$ cat config.mk
export PLATFORM = sky130hd
export DESIGN_NAME = sdram_ram_bridge_flat
export DESIGN_NICKNAME = d
export VERILOG_FILES = /design/src/rtl/sdram_ram_bridge_if.sv /design/src/rtl/sdram_ram_bridge.sv /design/src/flat_wrapper.sv
export SDC_FILE = /design/constraint.sdc
export NUM_CORES = 1
export LEC_CHECK = 0
export ABC_AREA = 1
export ABC_CLOCK_PERIOD_IN_PS = 5000
export BUFFER_PORTS_ARGS = -buffer_cell sky130_fd_sc_hd__buf_2
export CORE_MARGIN = 5
export CORE_UTILIZATION = 55
export DETAILED_ROUTE_END_ITERATION = 7
export PLACE_DENSITY_LB_ADDON = 0.25
export SETUP_SLACK_MARGIN = 0.02
export SLEW_MARGIN = 20
export SYNTH_ARGS = -nofsm -noshare
export SYNTH_HDL_FRONTEND = slang
export SYNTH_SLANG_ARGS = --single-unit
export TNS_END_PERCENT = 5
$ cat constraint.sdc
create_clock -name clk -period 5 [get_ports clk]
set_clock_uncertainty 0.2 [all_clocks]
set_input_delay 0.5 -clock clk [delete_from_list [all_inputs] [get_ports clk]]
set_output_delay 0.5 -clock clk [all_outputs]
set_load 0.01 [all_outputs]
$ cat src/rtl/sdram_ram_bridge_if.sv
// sdram_ram_bridge_if: msx_slots RAM port plus the SDRAM channel-1 request bus
interface sdram_ram_bridge_if #(parameter int AW = 27);
  logic ram_ce;
  logic ram_rnw;
  logic [AW-1:0] ram_addr;
  logic [7:0] ram_din;
  logic [7:0] ram_dout;
  logic cpu_wait;
  logic sd_req;
  logic sd_rnw;
  logic [AW-1:0] sd_addr;
  logic [7:0] sd_din;
  logic [7:0] sd_dout;
  logic sd_ready;
  logic err_timeout;
  logic err_overrun;
  modport master (
    output ram_ce, ram_rnw, ram_addr, ram_din, sd_dout, sd_ready,
    input ram_dout, cpu_wait, sd_req, sd_rnw, sd_addr, sd_din, err_timeout, err_overrun
  );
  modport slave (
    input ram_ce, ram_rnw, ram_addr, ram_din, sd_dout, sd_ready,
    output ram_dout, cpu_wait, sd_req, sd_rnw, sd_addr, sd_din, err_timeout, err_overrun
  );
endinterface

$ cat src/rtl/sdram_ram_bridge.sv
// sdram_ram_bridge: CPU RAM strobes to held SDRAM requests, posted writes, one-entry read cache
module sdram_ram_bridge #(
  parameter int DEPTH = 2,
  parameter int TIMEOUT = 255,
  parameter int AW = 27
) (
  input logic clk,
  input logic reset,
  sdram_ram_bridge_if.slave bus
);
  localparam int IW = $clog2(DEPTH);
  localparam int WW = $clog2(TIMEOUT + 1);
  typedef enum logic [1:0] {IDLE, WR_ISSUE, RD_ISSUE, RD_DONE} state_t;
  state_t state, state_nx;
  logic [AW-1:0] f_addr [DEPTH];
  logic [7:0] f_data [DEPTH];
  logic [IW:0] wp, rp;
  logic [IW-1:0] wi, ri;
  logic pw_v, rd_v, c_v;
  logic [AW-1:0] pw_addr, rd_addr, c_addr;
  logic [7:0] pw_data, c_data;
  logic [WW-1:0] wd;
  logic empty, full, busy, accept, hit, tmo, done, pop, push;
  logic [AW-1:0] push_addr;
  logic [7:0] push_data;
  assign wi = wp[IW-1:0];
  assign ri = rp[IW-1:0];
  assign empty = wp == rp;
  assign full = (wp[IW] != rp[IW]) && (wi == ri);
  assign busy = pw_v | rd_v;
  assign accept = bus.ram_ce & ~busy;
  assign hit = c_v && (bus.ram_addr == c_addr);
  assign tmo = bus.sd_req && !bus.sd_ready && (wd == WW'(TIMEOUT - 1));
  assign done = bus.sd_req & (bus.sd_ready | tmo);
  assign pop = (state == WR_ISSUE) && done;
  // a held write enters the FIFO in the same cycle the head leaves it
  assign push = (accept & ~bus.ram_rnw & ~full) | (pw_v & pop);
  assign push_addr = pw_v ? pw_addr : bus.ram_addr;
  assign push_data = pw_v ? pw_data : bus.ram_din;
  assign bus.cpu_wait = busy | (bus.ram_ce & (bus.ram_rnw ? ~hit : full));
  assign bus.sd_req = (state == WR_ISSUE) || (state == RD_ISSUE);
  assign bus.sd_rnw = state != WR_ISSUE;
  assign bus.sd_addr = (state == WR_ISSUE) ? f_addr[ri] : (state == RD_ISSUE) ? rd_addr : '0;
  assign bus.sd_din = (state == WR_ISSUE) ? f_data[ri] : '0;
  always_comb begin
    state_nx = state;
    unique case (state)
      IDLE: state_nx = !empty ? WR_ISSUE : (rd_v || (accept && bus.ram_rnw && !hit)) ? RD_ISSUE : IDLE;
      WR_ISSUE: state_nx = done ? IDLE : WR_ISSUE;
      RD_ISSUE: state_nx = done ? RD_DONE : RD_ISSUE;
      default: state_nx = IDLE;
    endcase
  end
  always_ff @(posedge clk or negedge reset)
    if (!reset) state <= IDLE;
    else state <= state_nx;
  always_ff @(posedge clk)
    if (push) begin
      f_addr[wi] <= push_addr;
      f_data[wi] <= push_data;
    end
  always_ff @(posedge clk or negedge reset)
    if (!reset) begin
      wp <= '0;
      rp <= '0;
      pw_v <= 1'b0;
      pw_addr <= '0;
      pw_data <= '0;
      rd_v <= 1'b0;
      rd_addr <= '0;
      c_v <= 1'b0;
      c_addr <= '0;
      c_data <= '0;
      wd <= '0;
      bus.ram_dout <= 8'hFF;
      bus.err_timeout <= 1'b0;
      bus.err_overrun <= 1'b0;
    end else begin
      if (push) wp <= wp + 1'b1;
      if (pop) rp <= rp + 1'b1;
      if (accept && !bus.ram_rnw && full) begin
        pw_v <= 1'b1;
        pw_addr <= bus.ram_addr;
        pw_data <= bus.ram_din;
      end else if (pw_v && pop) pw_v <= 1'b0;
      if (accept && bus.ram_rnw && !hit) begin
        rd_v <= 1'b1;
        rd_addr <= bus.ram_addr;
      end else if (state == RD_ISSUE && done) rd_v <= 1'b0;
      if (accept && !bus.ram_rnw && hit) c_v <= 1'b0;
      if (accept && bus.ram_rnw && hit) bus.ram_dout <= c_data;
      else if (state == RD_ISSUE && bus.sd_ready) begin
        bus.ram_dout <= bus.sd_dout;
        c_v <= 1'b1;
        c_addr <= rd_addr;
        c_data <= bus.sd_dout;
      end else if (state == RD_ISSUE && tmo) begin
        bus.ram_dout <= 8'hFF;
        c_v <= 1'b0;
      end
      wd <= (bus.sd_req && !bus.sd_ready && !tmo) ? wd + 1'b1 : '0;
      bus.err_timeout <= bus.err_timeout | tmo;
      bus.err_overrun <= bus.err_overrun | (bus.ram_ce & busy);
    end
endmodule

$ cat src/flat_wrapper.sv
// flat-port wrapper written by rule: the top's interface ports become plain ports
module sdram_ram_bridge_flat 
#(
  parameter int DEPTH = 2,
  parameter int TIMEOUT = 255,
  parameter int AW = 27
)
  (clk, reset, bus_ram_ce, bus_ram_rnw, bus_ram_addr, bus_ram_din, bus_sd_dout, bus_sd_ready, bus_ram_dout, bus_cpu_wait, bus_sd_req, bus_sd_rnw, bus_sd_addr, bus_sd_din, bus_err_timeout, bus_err_overrun);
  sdram_ram_bridge_if #(.AW(AW)) bus_i ();
  input logic clk;
  input logic reset;
  input wire logic [$bits(bus_i.ram_ce)-1:0] bus_ram_ce;
  input wire logic [$bits(bus_i.ram_rnw)-1:0] bus_ram_rnw;
  input wire logic [$bits(bus_i.ram_addr)-1:0] bus_ram_addr;
  input wire logic [$bits(bus_i.ram_din)-1:0] bus_ram_din;
  input wire logic [$bits(bus_i.sd_dout)-1:0] bus_sd_dout;
  input wire logic [$bits(bus_i.sd_ready)-1:0] bus_sd_ready;
  output wire logic [$bits(bus_i.ram_dout)-1:0] bus_ram_dout;
  output wire logic [$bits(bus_i.cpu_wait)-1:0] bus_cpu_wait;
  output wire logic [$bits(bus_i.sd_req)-1:0] bus_sd_req;
  output wire logic [$bits(bus_i.sd_rnw)-1:0] bus_sd_rnw;
  output wire logic [$bits(bus_i.sd_addr)-1:0] bus_sd_addr;
  output wire logic [$bits(bus_i.sd_din)-1:0] bus_sd_din;
  output wire logic [$bits(bus_i.err_timeout)-1:0] bus_err_timeout;
  output wire logic [$bits(bus_i.err_overrun)-1:0] bus_err_overrun;
  assign bus_i.ram_ce = bus_ram_ce;
  assign bus_i.ram_rnw = bus_ram_rnw;
  assign bus_i.ram_addr = bus_ram_addr;
  assign bus_i.ram_din = bus_ram_din;
  assign bus_i.sd_dout = bus_sd_dout;
  assign bus_i.sd_ready = bus_sd_ready;
  assign bus_ram_dout = bus_i.ram_dout;
  assign bus_cpu_wait = bus_i.cpu_wait;
  assign bus_sd_req = bus_i.sd_req;
  assign bus_sd_rnw = bus_i.sd_rnw;
  assign bus_sd_addr = bus_i.sd_addr;
  assign bus_sd_din = bus_i.sd_din;
  assign bus_err_timeout = bus_i.err_timeout;
  assign bus_err_overrun = bus_i.err_overrun;
  sdram_ram_bridge #(.DEPTH(DEPTH), .TIMEOUT(TIMEOUT), .AW(AW)) u_core (.clk(clk), .reset(reset), .bus(bus_i));
endmodule
==> results of run 1 <==
kinds of logic (layout without fill, tap and decap cells):
logic type / after synthesis / count (layout) / synth area share
and+or+nand+nor: 447 / 447 / 0.194
AOI/OAI and AO/OA: 214 / 214 / 0.142
DFF: 194 / 194 / 0.564
buffers and inverters: 179 / 274 / 0.0864
adders and majority gates: 6 / 6 / 0.00813
xor gates and xnor gates: 5 / 5 / 0.00474
worst max-delay path: stages (launching register included):
cell and delay, ns:
dfrtp_1 0.39, buf_4 0.40, clkinv_1 0.56, buf_4 0.43
nor2_1 0.12, o22ai_1 0.13, buf_2 0.18
cell type report:
cell class	count	area share
Clock buffer	21	0.0432
Clock inverter	11	0.0126
Inverter	135	0.0486
Multi-Input combinational cell	672	0.311
Sequential cell	194	0.500
Tap cell	220	0.0264
Timing Repair Buffer	107	0.0585
stage by stage:
stage / hold slack (ns) / std cells / instance area [sq um] / utilization
after detailed placement: 0.265 / 1325 / 9790 / 0.592
after global placement: 0.262 / 1325 / 9790 / 0.592
after CTS: 0.105 / 1358 / 10400 / 0.628
after floorplan: 0.00441 / 1045 / 9240 / -
final: 0.120 / 1360 / 10400 / 0.631
after global routing: 0.129 / 1360 / 10400 / 0.631
synth_stat cells (3+ instances only):
master | count | share of area
a21oi_1 | 7 | 0.0038
o21ai_0 | 119 | 0.064
o21ai_1 | 3 | 0.0016
buf_8 | 3 | 0.0049
edfxtp_1 | 70 | 0.23
nand2_1 | 326 | 0.13
xor2_1 | 3 | 0.0028
buf_6 | 9 | 0.011
clkbuf_1 | 24 | 0.0098
ha_1 | 6 | 0.0081
o21ai_2 | 53 | 0.050
dfstp_2 | 8 | 0.023
inv_1 | 122 | 0.050
buf_2 | 3 | 0.0016
o22ai_1 | 27 | 0.018
dfrtp_1 | 116 | 0.31
inv_2 | 11 | 0.0045
nor2_1 | 79 | 0.032
nor2_4 | 3 | 0.0037
nor2_2 | 5 | 0.0034
nand3_1 | 25 | 0.014
layer usage:
metal / vias up / global-route usage / wire length (microns)
met4: 0 / 0.0704 / 363
met1: 3333 / 0.315 / 9610
li1: 3513 / - / -
met5: - / 0 / 0
met2: 184 / 0.369 / 10200
met3: 22 / 0.0398 / 1140
flip-flops by register name (all words and copies together), names as in the netlist, 16 cells and up:
register        flops
u_core.f_addr      54
u_core.f_data      16
u_core.rd_addr     27
u_core.pw_addr     27
u_core.c_addr      27
power groups by stage:
stage          Combinational [mW]  Sequential, mW  Clock (mW)
2_1_floorplan                1.44            2.45           0
3_3_place_gp                 1.96            2.50           0
3_5_place_dp                 2.01            2.53           0
4_1_cts                      2.02            2.50        1.37
5_1_grt                      2.31            2.57        1.43
6_report                     2.03            2.51        1.35
final timing paths:
path	cells after the start	endpoint	from	slack (ns)
setup / recovery	6	bus_sd_addr[25]	u_core.rp[0]	1.64
hold / removal	3	u_core.c_data[2]	bus_sd_dout[2]	0.12
setup reg to reg	13	u_core.f_addr[0][12]	u_core.state[1]	1.67
hold reg to reg	2	u_core.bus.err_timeout	u_core.bus.err_timeout	0.28
max in group asynchronous	3	u_core.bus.ram_dout[2]	reset	3.07
min in group asynchronous	2	u_core.pw_addr[4]	reset	0.50
==> flow_summary.yaml, run 1 <==
outcome:
  status: "completed"
die:
  design.portCount: 96
  rows: 47
  coreArea_sq_um: 16500
  fp.dieH_microns: 140
  start_util: 0.559
  dieWidth_microns: 140
  die_area_sq_um: 19500
power_and_ir_drop:
  p_sw_frac: 0.378
  power.net_switching_mw: 2.22
  internal_power_mw: 3.66
  p_clk_frac: 0.229
  power_leakage_nw: 4.88
  powerDensity_nw_per_um2: 564
  max-vdd-ir-drop_uv: 295
  combPwrFrac: 0.344
  p_seq_frac: 0.426
  total_power_mw: 5.88
yosys:
  mappedNetlistArea_sq_um: 9240
  ys_types: 37
  ys_seq_area_frac: 0.564
  syn-num-nets: 1099
  synth-async-reset-ratio: 0.639
  synth_cells: 1045
  synth-main-ff-cell: "dfrtp_1"
  ys_ff_latch: 194
  synth_edf_count: 70
  yosysWarningCount: 0
  avgSynthCellArea_sq_um: 8.84
routing:
  drtIter0Drc: 807
  wl_per_cell_microns: 15.7
  detail_route.first_pass.iterations: 5
  vias_per_cell: 5.19
  vias: 7052
  antenna_left: 0
  drc: 0
  totalWireLength_microns: 21300
sta:
  slew_violations: 0
  period_share: 0.672
  hold_violations: 0
  setup_viol: 0
  rsz0062_at_grt: "false"
  slew_headroom: 0.458
  worst_pin_slew_ns: 0.814
  fin_ws_ns: 1.64
  period_minus_slack_ns: 3.36
  clock.fmax_ghz: 0.298
  final.setup.tns_ns: 0
cells_and_area:
  final_common_cell: "nand2_1"
  nNetsFinal: 1181
  final_cell_mix: "nand2_1, inv_1, o21ai_0, dfrtp_1, buf_2"
  antenna_cells: 0
  drive_above_1_share: 0.196
  regArea_sq_um: 5220
  fillers: 1339
  area_growth_pct: 12.9
  multiInputGateArea_sq_um: 3240
grt:
  grt_pass1_wl_microns: 35200
  antenna_found_initial: 0
  grt_max_degree: 71
  grt_pass1_vias: 6877
  grt_overflow: 0
  grt_use_total: 0.227
clocking:
  cts_tree: "built"
  cts_setup_buffers: 0
  cts_buffer_depth: 2
  cts_hold_buf: 1
  root_buffer: "clkbuf_16"
  h-tree-depth: 4
  clk_latency_ns: 0.44
  clock_sinks: 194
  clkTransAtPathRegs_ns: 0.07
  cts_buffers: 17
  post_cts_resized: 0
placed_design:
  place_ws_ns: 1.60
  dp_hpwl_microns: 13600
  io_buffer_count: 95
  place.gp.congestion: 0.884
critical_path:
  end_kind: "primary output"
  cp_max_fo: 36
  cp-start-kind: "register"
  cp.arrival_ns: 2.66
  required_ns: 4.30
  crit_type: "reg -> out"
min_path:
  hp-class: "in -> reg"
flow_run:
  maxCapViolations: 0
Power figures use the tool's default switching activity.
==> run 2: changes to the inputs <==
--- a/config.mk
+++ b/config.mk
@@ -6,7 +6,7 @@
 export NUM_CORES = 1
 export LEC_CHECK = 0
 export ABC_AREA = 1
-export ABC_CLOCK_PERIOD_IN_PS = 5000
+export ABC_CLOCK_PERIOD_IN_PS = 3300
 export BUFFER_PORTS_ARGS = -buffer_cell sky130_fd_sc_hd__buf_2
 export CORE_MARGIN = 5
 export CORE_UTILIZATION = 55
==> constraint.sdc (replaced) <==
create_clock -name clk -period 3.3 [get_ports clk]
set_clock_uncertainty 0.2 [all_clocks]
set_input_delay 0.33 -clock clk [delete_from_list [all_inputs] [get_ports clk]]
set_output_delay 0.33 -clock clk [all_outputs]
set_load 0.01 [all_outputs]
==> run 2 against run 1 <==
  * Combinational power rose by 52%
  * Clock power grew 53%
  * Hold slack worse by 0.10 ns
  * Non-clock buffer count is 25 higher
  * First-iteration DRC count fell by 11%
  * Critical path depth up 7
  * Core utilization grew 1.6 points
  * Sequential share of layout area down 1.3 points
  * Via count rose by 2.1%
  * Total power rose by 52%
  * Critical path type is now in -> out
  * Highest routed layer unchanged
==> flow_summary.yaml, run 2 (synthesis gave the netlist of run 1 again) <==
clocking:
  cts_tree: "built"
  cts_setup_buffers: 0
  clkTransAtPathRegs_ns: 0.06
  post_cts_resized: 0
  cts_buffers: 17
  h-tree-depth: 4
  clock_sinks: 194
  cts_buffer_depth: 2
  root_buffer: "clkbuf_16"
  clk_latency_ns: 0.43
routing:
  antenna_left: 0
  wl_per_cell_microns: 15.5
  vias_per_cell: 5.20
  drtIter0Drc: 715
  totalWireLength_microns: 21500
  vias: 7200
  drc: 0
  detail_route.first_pass.iterations: 5
cells_and_area:
  largest_register: "u_core.f_addr"
  final_common_cell: "nand2_1"
  drive_above_1_share: 0.192
  stdcell_area_sq_um: 10700
  final_cells: 1385
  area_growth_pct: 15.8
  nNetsFinal: 1206
  final_cell_mix: "nand2_1, inv_1, o21ai_0, dfrtp_1, buf_2"
  largest_reg_flops: 54
  antenna_cells: 0
min_path:
  hp-class: "in -> reg"
power_and_ir_drop:
  max-vdd-ir-drop_uv: 439
  power_leakage_nw: 4.99
  total_power_mw: 8.95
  powerDensity_nw_per_um2: 836
grt:
  antenna_found_initial: 0
  grt_use_total: 0.228
  grt_pass1_vias: 6970
  grt_pass1_wl_microns: 35500
  grt_max_degree: 73
  grt_overflow: 0
sta:
  worst_pin_slew_ns: 0.702
  slew_headroom: 0.532
  period_share: 0.909
  setup_viol: 0
  period_minus_slack_ns: 3.00
  final.setup.tns_ns: 0
  slew_violations: 0
  rsz0062_at_grt: "false"
  hold_violations: 0
  clock.fmax_ghz: 0.333
outcome:
  status: "completed"
placed_design:
  io_buffer_count: 95
  place.gp.congestion: 0.849
  placed_cell_area_sq_um: 9850
  placed_cells: 1327
  dp_hpwl_microns: 13600
die:
  coreArea_sq_um: 16500
  dieWidth_microns: 140
  fp.dieH_microns: 140
  die_area_sq_um: 19500
  start_util: 0.559
  design.portCount: 96
  rows: 47
critical_path:
  path_delay_family: "simple AND/OR/NAND/NOR gates"
  cp_max_fo: 10
  cp-start-kind: "input pin"
  critPathMaxStageDelay_ns: 0.54
  cp_common_cell: "nand2_1"
  end_kind: "primary output"
  crit_type: "in -> out"
  cp_num_buf_inv: 4
  required_ns: 2.77
  cp.arrival_ns: 2.47
  critPathSlowestCell: "dlygate4sd3_1"
  path_cells: "dlygate4sd3_1, buf_2, inv_2, nand2_1, nand2_1, nand3_1, nor2_1, nand3_1, nor2_2, nand2_1, o211ai_1, nand2_1, buf_2"
flow_run:
  maxCapViolations: 0
==> run 2: cell types whose count changed in the layout (fill, tap and decap cells not counted), sizes merged <==
cell	delta
dlygate4sd3	+25
clkinv	-3
clkinvlp	+2
inv	+1
==> run 2: worst reg2reg max path, delay by kind of cell (launching register included) <==
kind                     cells  cell delay [ns]
AO/OA/AOI/OAI                1             0.11
adder cells (fa/ha/maj)      1             0.33
buffers and inverters        4             0.51
flip-flops                   1             0.39
AND/OR/NAND/NOR              7             0.94
==> run 2: path summary, 6_finish.rpt <==
| path | start | to | slack, ns | cells after the start |
|---|---|---|---|---|
| max | bus_ram_addr[8] | bus_cpu_wait | 0.30 | 13 |
| min | bus_ram_addr[17] | u_core.rd_addr[17] | 0.02 | 3 |
| max reg2reg | u_core.state[0] | u_core.f_addr[1][14] | 0.50 | 13 |
| min reg2reg | u_core.bus.err_timeout | u_core.bus.err_timeout | 0.27 | 2 |
| max in group asynchronous | reset | u_core.pw_addr[17] | 1.86 | 3 |
| min in group asynchronous | reset | u_core.pw_data[3] | 0.26 | 2 |
==> run 2: what timing repair did <==
item / 4_1_cts / 5_1_grt
hold buffers: 25 / 1
endpoints found under the hold margin: 61 / 1
endpoints found under the setup margin: 0 / 0
==> run 2: layout make-up <==
type	count	area (sq um)
clock buffers	21	460
clock inverters	11	129
fillers	1338	5820
inverters	135	507
multi-input cells	672	3240
flip-flops and latches	194	5220
well taps	220	275
repair buffers	132	871
==> run 2: stage by stage <==
stage               setup WS, ns  hold slack [ns]  utilization
floorplan                 -0.438           -0.166            -
global placement           0.666            0.174        0.596
detailed placement         0.520            0.183        0.596
CTS                        0.332         0.000284        0.647
global route               0.141           0.0107        0.648
finish                     0.299           0.0157        0.648
==> run 2: routing by layer <==
metal | vias to the layer above | track usage | routed length [microns]
met3 | 20 | 0.0518 | 1350
met5 | - | 0 | 0
li1 | 3577 | - | -
met4 | 0 | 0.0627 | 309
met2 | 218 | 0.377 | 10400
met1 | 3385 | 0.308 | 9410
==> run 2: power breakdown <==
part	leakage [nW]	total [mW]	internal [mW]	switching, mW
combinational	2.52	3.09	1.10	1.99
sequential	2.20	3.81	3.32	0.481
clock	0.272	2.06	1.16	0.894
